### src/rtl/run_seq_pkg.sv
// Shared types and default constants for the run sequencer and its dump streamer.
package run_seq_pkg;

  typedef enum logic [2:0] {IDLE, START, RUN, DUMP, FINISH} run_state_t;

  localparam int unsigned DEF_START_CYCLES = 2;
  localparam int unsigned DEF_CYC_W        = 16;
  localparam int unsigned DEF_MAX_CYCLES   = 32'h0000_FFFF;
  localparam logic [7:0]  DEF_DUMP_BASE    = 8'd0;
  localparam int unsigned DEF_DUMP_LEN     = 8;

  // Beat counters must represent 0..256.
  localparam int unsigned BEAT_W = 9;

endpackage

### src/rtl/dump_streamer.sv
// Streams DUMP_LEN bytes of data memory out through a one-deep valid/ready register slice.
// Idles with both beat counters at DUMP_LEN; load_base rearms it for a new window.
module dump_streamer
  import run_seq_pkg::*;
#(
  parameter logic [7:0]  DUMP_BASE = DEF_DUMP_BASE,
  parameter int unsigned DUMP_LEN  = DEF_DUMP_LEN
) (
  input  logic       clk,
  input  logic       reset,
  input  logic       load_base,
  input  logic [7:0] mem_rdata,
  input  logic       dump_ready,
  output logic [7:0] mem_raddr,
  output logic       dump_valid,
  output logic [7:0] dump_data,
  output logic [7:0] dump_addr,
  output logic       all_accepted
);

  localparam logic [BEAT_W-1:0] LEN = BEAT_W'(DUMP_LEN);

  logic [7:0]        raddr_q, raddr_d;
  logic              valid_q, valid_d;
  logic [7:0]        data_q, data_d;
  logic [7:0]        addr_q, addr_d;
  logic [BEAT_W-1:0] issued_q, issued_d;
  logic [BEAT_W-1:0] accepted_q, accepted_d;
  logic              load, accept;

  assign all_accepted = (accepted_q == LEN);
  assign mem_raddr    = raddr_q;
  assign dump_valid   = valid_q;
  assign dump_data    = data_q;
  assign dump_addr    = addr_q;

  // Slice load/drain and address/beat bookkeeping.
  always_comb begin
    raddr_d    = raddr_q;
    valid_d    = valid_q;
    data_d     = data_q;
    addr_d     = addr_q;
    issued_d   = issued_q;
    accepted_d = accepted_q;
    load       = (!valid_q || dump_ready) && (issued_q < LEN);
    accept     = valid_q && dump_ready;
    if (load_base) begin
      raddr_d    = DUMP_BASE;
      valid_d    = 1'b0;
      issued_d   = '0;
      accepted_d = '0;
    end else begin
      if (load) begin
        data_d   = mem_rdata;
        addr_d   = raddr_q;
        valid_d  = 1'b1;
        raddr_d  = raddr_q + 8'd1;
        issued_d = issued_q + 1'b1;
      end else if (accept) begin
        valid_d = 1'b0;
      end
      if (accept) accepted_d = accepted_q + 1'b1;
      // Window drained: park the read address back at the base.
      if (all_accepted) raddr_d = DUMP_BASE;
    end
  end

  // Slice and counter registers.
  always_ff @(posedge clk or posedge reset) begin
    if (reset) begin
      raddr_q    <= DUMP_BASE;
      valid_q    <= 1'b0;
      data_q     <= 8'd0;
      addr_q     <= 8'd0;
      issued_q   <= LEN;
      accepted_q <= LEN;
    end else begin
      raddr_q    <= raddr_d;
      valid_q    <= valid_d;
      data_q     <= data_d;
      addr_q     <= addr_d;
      issued_q   <= issued_d;
      accepted_q <= accepted_d;
    end
  end

endmodule

### src/rtl/run_sequencer.sv
// Host-side run sequencer: pulses the core's start, times the run against a cycle budget,
// then streams a data-memory window out over valid/ready.
module run_sequencer
  import run_seq_pkg::*;
#(
  parameter int unsigned START_CYCLES = DEF_START_CYCLES,
  parameter int unsigned CYC_W        = DEF_CYC_W,
  parameter int unsigned MAX_CYCLES   = DEF_MAX_CYCLES,
  parameter logic [7:0]  DUMP_BASE    = DEF_DUMP_BASE,
  parameter int unsigned DUMP_LEN     = DEF_DUMP_LEN
) (
  input  logic             clk,
  input  logic             reset,
  input  logic             go,
  output logic             dut_start,
  input  logic             dut_done,
  output logic [7:0]       mem_raddr,
  input  logic [7:0]       mem_rdata,
  output logic             dump_valid,
  input  logic             dump_ready,
  output logic [7:0]       dump_data,
  output logic [7:0]       dump_addr,
  output logic             busy,
  output logic             finished,
  output logic             timed_out,
  output logic [CYC_W-1:0] cycle_count
);

  localparam logic [CYC_W-1:0] MAX_C   = CYC_W'(MAX_CYCLES);
  localparam logic [3:0]       START_N = 4'(START_CYCLES);

  run_state_t       state_q, state_d;
  logic [3:0]       start_cnt_q, start_cnt_d;
  logic [CYC_W-1:0] cycle_count_q, cycle_count_d;
  logic             busy_q, busy_d;
  logic             finished_q, finished_d;
  logic             timed_out_q, timed_out_d;
  logic             dut_start_q, dut_start_d;
  logic             load_base;
  logic             all_accepted;
  logic [CYC_W-1:0] cycle_inc;
  logic             hit_max;

  assign cycle_inc   = cycle_count_q + 1'b1;
  assign hit_max     = (cycle_inc == MAX_C);
  assign dut_start   = dut_start_q;
  assign busy        = busy_q;
  assign finished    = finished_q;
  assign timed_out   = timed_out_q;
  assign cycle_count = cycle_count_q;

  // State register.
  always_ff @(posedge clk or posedge reset) begin
    if (reset) state_q <= IDLE;
    else       state_q <= state_d;
  end

  // Next-state logic; done beats timeout when both land in the same RUN cycle.
  always_comb begin
    state_d = state_q;
    unique case (state_q)
      IDLE:   if (go) state_d = START;
      START:  if (start_cnt_q == 4'd1) state_d = RUN;
      RUN: begin
        if (dut_done)     state_d = (DUMP_LEN == 0) ? FINISH : DUMP;
        else if (hit_max) state_d = FINISH;
      end
      DUMP:   if (all_accepted) state_d = FINISH;
      FINISH: state_d = IDLE;
      default: state_d = IDLE;
    endcase
  end

  // Output/datapath next values for the registered status outputs.
  always_comb begin
    start_cnt_d   = start_cnt_q;
    cycle_count_d = cycle_count_q;
    busy_d        = busy_q;
    finished_d    = finished_q;
    timed_out_d   = timed_out_q;
    dut_start_d   = dut_start_q;
    load_base     = 1'b0;
    unique case (state_q)
      IDLE: begin
        if (go) begin
          busy_d        = 1'b1;
          finished_d    = 1'b0;
          timed_out_d   = 1'b0;
          cycle_count_d = '0;
          dut_start_d   = 1'b1;
          start_cnt_d   = START_N;
        end
      end
      START: begin
        start_cnt_d = start_cnt_q - 4'd1;
        if (start_cnt_q == 4'd1) dut_start_d = 1'b0;
      end
      RUN: begin
        if (dut_done) begin
          load_base = 1'b1;
        end else begin
          cycle_count_d = cycle_inc;
          if (hit_max) timed_out_d = 1'b1;
        end
      end
      DUMP: ;
      FINISH: begin
        busy_d     = 1'b0;
        finished_d = 1'b1;
      end
      default: ;
    endcase
  end

  // Status output registers.
  always_ff @(posedge clk or posedge reset) begin
    if (reset) begin
      start_cnt_q   <= 4'd0;
      cycle_count_q <= '0;
      busy_q        <= 1'b0;
      finished_q    <= 1'b0;
      timed_out_q   <= 1'b0;
      dut_start_q   <= 1'b0;
    end else begin
      start_cnt_q   <= start_cnt_d;
      cycle_count_q <= cycle_count_d;
      busy_q        <= busy_d;
      finished_q    <= finished_d;
      timed_out_q   <= timed_out_d;
      dut_start_q   <= dut_start_d;
    end
  end

  dump_streamer #(
    .DUMP_BASE(DUMP_BASE),
    .DUMP_LEN (DUMP_LEN)
  ) u_streamer (
    .clk         (clk),
    .reset       (reset),
    .load_base   (load_base),
    .mem_rdata   (mem_rdata),
    .dump_ready  (dump_ready),
    .mem_raddr   (mem_raddr),
    .dump_valid  (dump_valid),
    .dump_data   (dump_data),
    .dump_addr   (dump_addr),
    .all_accepted(all_accepted)
  );

endmodule

### config.mk
export PLATFORM = sky130hd
export DESIGN_NAME = run_sequencer
export DESIGN_NICKNAME = d
export VERILOG_FILES = /design/src/rtl/run_seq_pkg.sv /design/src/rtl/dump_streamer.sv /design/src/rtl/run_sequencer.sv
export SDC_FILE = /design/constraint.sdc
export NUM_CORES = 1
export LEC_CHECK = 0
export CAP_MARGIN = 20
export CORE_UTILIZATION = 57
export CTS_CLUSTER_SIZE = 8
export DETAILED_ROUTE_END_ITERATION = 12
export PLACE_DENSITY = 0.85
export SYNTH_ARGS = -nofsm -noshare
export SYNTH_HDL_FRONTEND = slang
export SYNTH_SLANG_ARGS = --single-unit
### constraint.sdc
create_clock -name clk -period 3.82 [get_ports clk]
set_input_delay 0.382 -clock clk [delete_from_list [all_inputs] [get_ports clk]]
set_output_delay 0.382 -clock clk [all_outputs]
set_load 0.02 [all_outputs]
# --- After elaboration in Yosys (flattened, before gate mapping) ---
# Index checks and enable logic that the tools add are counted.
word_totals:
  ff_bits: 70
  elab_cells: 84
classes:
  n_addsub: 5
  order_cmp: 1
  eq_ne: 13
  muxes: 32
  bitwise: 1
  n_reduce_logical: 19
ops:
  columns: ["cell", "n"]
  rows:
  - ["two-way mux 9 bit", 4]
  - ["two-way mux 16 bit", 2]
  - ["case mux 16 bit (2 select lines)", 1]
  - ["two-way mux 8 bit", 3]
  - ["adder 9 x 1 -> 9 bit (second input constant)", 2]
  - ["adder 16 x 1 -> 16 bit (second input constant)", 1]
  - ["== test 16 bit (second input constant)", 1]
  - ["two-way mux 3 bit", 5]
  - ["case mux 3 bit (4 select lines)", 1]
  - ["two-way mux 1 bit", 10]
  - ["inequality test 2 bit (second input constant)", 5]
  - ["nonzero test 2 bit", 5]
  - ["== test 9 x 4 -> 1 bit (second input constant)", 1]
  - ["less-than comparator 9 x 4 -> 1 bit (second input constant)", 1]
  - ["adder 8 x 1 -> 8 bit (second input constant)", 1]
  - ["case mux 1 bit (2 select lines)", 4]
  - ["case mux 4 bit (2 select lines)", 1]
  - ["AND reduction 4 bit", 2]
  - ["== test 3 x 2 -> 1 bit (second input constant)", 2]
  - ["AND reduction 2 bit", 3]
  - ["AND reduction 3 bit", 2]
  - ["nonzero test 3 bit", 2]
  - ["== test 4 x 1 -> 1 bit (second input constant)", 1]
  - ["two-way mux 4 bit", 1]
  - ["9 further kinds", 10]

# --- Longest topological paths before layout ---
depth:
  depth_word: 6
  depth_mapped: 8

# --- Modules after synthesis ---
# From an unflattened synthesis, not the netlist that was laid out.
hier_totals:
  hier_cells: 365
  hier_area_um2: 3612.2
modules_own_cells:
  columns: ["mod", "n_inst", "cells_each", "area_per_inst_um2", "seq_area_each_um2"]
  rows:
  - ["dump_streamer", 1, 160, 1906.8, 1078.5]
  - ["run_sequencer", 1, 205, 1705.4, 675.6]

# --- Least setup slack after synthesis ---
# Ideal clock, no wire load.
synth_path:
  kind: "reg-to-reg"
  startpoint: "reg cycle_count_q[1], in the netlist cycle_count[1]"
  endpoint: "reg state_q[1]"
  setup_time_ns: 0.124
  arrival_time_ns: 2.183
  slack_ns: 1.513
  stages_incl_launch_ff: 8
  n_path_buf: 1
  path_cell_list: "dfrtp_1 -> ha_1 -> buf_2 -> nand3_1 -> nor2_1 -> xnor2_1 -> or4_1 -> o31a_1"
synth_via:
  elab_chain_len: 4
synth_rtl:
  columns: ["element", "line", "rtl"]
  rows:
  - ["start: declaration", "run_sequencer.sv:34", "logic [CYC_W-1:0] cycle_count_q, cycle_count_d;"]
  - ["start signal: assignment", "run_sequencer.sv:126", "cycle_count_q <= cycle_count_d;"]
  - ["adder 16 x 1 -> 16 bit", "run_sequencer.sv:44", "assign cycle_inc = cycle_count_q + 1'b1;"]
  - ["== test 16 bit", "run_sequencer.sv:45", "assign hit_max = (cycle_inc == MAX_C);"]
  - ["inequality test 3 bit (no source line)", null, null]
  - ["AND reduction 4 bit (no source line)", null, null]
  - ["end signal: assignment", "run_sequencer.sv:55", "else state_q <= state_d;"]
  - ["end: declaration", "run_sequencer.sv:32", "run_state_t state_q, state_d;"]
# Every way passes these cells.
# A chain may end at the register's enable or synchronous reset.

# --- Final worst setup path ---
layout_path:
  startpoint: "reg cycle_count_q[0], in the netlist cycle_count[0]"
  endpoint: "reg state_q[1]"
# The elaborated chain is that of the path after synthesis.

==> out/results.ini <==
[clock_tree]
post_cts_resized = 0
clk_pin_slew_ns = 0.08
h-tree-depth = 3
clkLatencyLatePin_ns = 0.36
cts_root_buffer = clkbuf_8
post_cts_buffers = 0
clock-sinks = 70
clock_path_buffers = 2
cts_tree = yes
ctsHoldBuffers = 0
cts_buffers = 9

[layout]
diodes = 0
drive_gt1_share_pct = 11.4
postLayoutCoreUtil_pct = 72.7
fin_nets = 418
syn2layout_area_growth_pct = 22.5

[yosys]
synth_compound_area_share_pct = 11.0
yosys_register_bits = 70
synth_top_area_share_pct = 48.5
async_flop_share_pct = 100
synth_seq_area_share_pct = 49.9
synth_cell_types = 52
netlist_area_sq_um = 3510
muxShareOfSynthArea_pct = 6.34
synthAdderAreaFrac_pct = 2.85
synth_flop_cell = dfrtp_1
avgSynthCellArea_sq_um = 10.3
synth-simple-area-share_pct = 20.6
synth_most_common_cell = dfrtp_1
yosysTopAreaCell = dfrtp_1
synth_common_cells = 68 x dfrtp_1, 34 x nand2_1, 32 x o21ai_0
synth-xor-area-share_pct = 4.99
synth_area_leaders = dfrtp_1 48%, mux2_2 5.1%, o21ai_0 4.6%
synthesis.nets = 363
synth_edf_count = 0
synth_top_family_by_area = simple AND/OR/NAND/NOR gates
synthCells = 342
yosysWarnings = 0

[timing]
period_needed_ns = 2.62
tightestPinTransition_ns = 0.765
fmax_mhz = 381
hold_viol = 0
drv_slew = 0
skew_ns = 0.0115
setup_viol = 0
fin_crit_sh_pct = 68.7
rsz0062_at_grt = false
tns_ns = 0
maxSlewHeadroom_pct = 48.9

[routing]
dr_total_vias = 2800
post-route-drc-count = 0
drtPass1Iterations = 5
ant_nets = 0
drtIter0Drc = 208
drt_wl_total_microns = 7550
vias_per_cell = 5.87
wl_per_cell_microns = 15.8

[floorplanning]
core_area_sq_um = 5920
io_pins = 58
initial_core_util_pct = 59.3
die_w_microns = 80.5
dieArea_sq_um = 6480
fp.dieH_microns = 80.5
rows = 28

[global_route]
grt_antenna_before_repair = 0
use_met3_pct = 6.48
grt_use_total_pct = 25.7
use_met1_pct = 32.2
grt_pass1_vias = 2726
overflow = 0
grt.busiest_layer = met2
grt_pass1_wl_microns = 12700
grt_util_met2_pct = 43.6
grt_start_max_net_pins = 53

[critical_path]
cp_top_family = simple AND/OR/NAND/NOR gates
crit_arrival_ns = 2.87
cp-end-kind = flip-flop
worst-path-buf-inv = 0
critical_path_peak_fanout = 11
worst-setup-path-type = reg -> reg
cpPeakStageDelay_ns = 0.55
startpoint_type = flip-flop
crit_chain = ha_1 -> nand3_1 -> nor2_1 -> xnor2_1 -> or4_1 -> o31a_1
crit_required_ns = 4.06
cpMaxStageDelayCell = dfrtp_1

[power_and_ir_drop]
clkPwrFrac_pct = 19.7
vdd_drop_max_uv = 484
power_density_nw_per_um2 = 684
p_seq_share_pct = 41.4
share_comb_of_total_power_pct = 39.0
power.share.switching_pct = 38.6
internal_power_mw = 1.81
p_switching_mw = 1.14
finalPower_mw = 2.94
leakagePower_nw = 1.86

[worst_hold_path]
worstHoldPathType = in -> async

[status]
status = finished, final reports clean

[placement]
io_buffers = 57
routabilityCongestion = 0.850
place_hpwl_microns = 5150

[flow_run]
maxCapViolations = 0

==> per-layer routing <==
layer | vias up | share of wire [%]
met1 | 1384 | 43
met4 | 0 | 1.8
met3 | 13 | 4.5
met2 | 79 | 50
met5 | - | 0
li1 | 1324 | -
==> power groups by stage <==
stage	combinational, mW	clock (mW)	sequential [mW]
after floorplan	0.607	0	1.32
final	1.15	0.579	1.22
after detailed placement	1.14	0	1.22
after global routing	1.25	0.616	1.25
after global placement	1.09	0	1.21
after CTS	1.15	0.584	1.21
==> metrics by stage <==
step           worst slack (ns)  hold WS [ns]  std cells  area [sq um]
3_3_place_gp               1.17         0.469        459          4080
5_1_grt                    1.04         0.327        477          4300
2_1_floorplan              1.51         0.458        342          3510
3_5_place_dp               1.11         0.488        459          4080
4_1_cts                    1.24         0.507        475          4280
6_report                   1.20         0.283        477          4300
==> kinds of logic (layout without fill, tap and decap cells) <==
kind of cell / after synthesis / after routing
AND/OR/NAND/NOR: 133 / 133
XOR/XNOR: 20 / 20
multiplexers: 19 / 19
flip-flops: 70 / 70
adder cells (fa/ha/maj): 8 / 8
AO/OA/AOI/OAI: 65 / 65
buffers and inverters: 27 / 87
==> sequential cells by signal, summed over array words and instances, names as in the netlist, 3 cells and up <==
signal / count
state_q: 3
u_streamer.accepted_q: 9
start_cnt_q: 4
cycle_count: 16
u_streamer.issued_q: 9
u_streamer.dump_addr: 8
u_streamer.dump_data: 8
u_streamer.mem_raddr: 8
==> path summary, 6_finish.rpt <==
path	startpoint	slack, ns	cells after the start	endpoint
max	cycle_count[0]$_DFFE_PP0P_	1.20	6	state_q[1]$_DFFE_PP0P_
min	reset	0.28	2	u_streamer.dump_addr[0]$_DFFE_PP0P_
max reg2reg	cycle_count[0]$_DFFE_PP0P_	1.20	6	state_q[1]$_DFFE_PP0P_
min reg2reg	finished$_DFFE_PP0P_	0.50	1	finished$_DFFE_PP0P_
max in group asynchronous	reset	2.73	4	cycle_count[10]$_DFFE_PP0P_
min in group clk	finished$_DFFE_PP0P_	0.50	1	finished$_DFFE_PP0P_
==> final cells by class <==
class | count | area [sq um]
flip-flops and latches | 70 | 1750
fillers | 427 | 1620
multi-input cells | 245 | 1610
repair buffers | 61 | 611
clock buffers | 12 | 165
well taps | 75 | 93.8
inverters | 10 | 37.5
clock inverters | 4 | 28.8
==> cells in the final DEF (no fill, tap or decap), types with 2 or more instances in the layout <==
master / n
inv_1: 9
nor2b_1: 6
a22o_1: 3
and3_1: 6
and2_1: 2
nand3_1: 18
nand2b_1: 3
a31oi_1: 2
buf_4: 2
nor3b_1: 2
o21ai_0: 32
clkdlybuf4s50_1: 57
nand4_4: 2
clkinvlp_4: 2
mux2_2: 16
o31a_1: 2
nor4b_1: 3
nand2_1: 34
or4_1: 3
clkbuf_8: 12
dfstp_2: 2
mux2i_1: 2
nand4b_1: 2
o31ai_1: 3
a21oi_1: 14
nor3_1: 3
or3_1: 3
dfrtp_1: 68
and4_1: 2
nor2_1: 30
ha_1: 8
xnor2_1: 8
xor2_1: 12
nand4_1: 7
(Power assumes the default switching activity.)
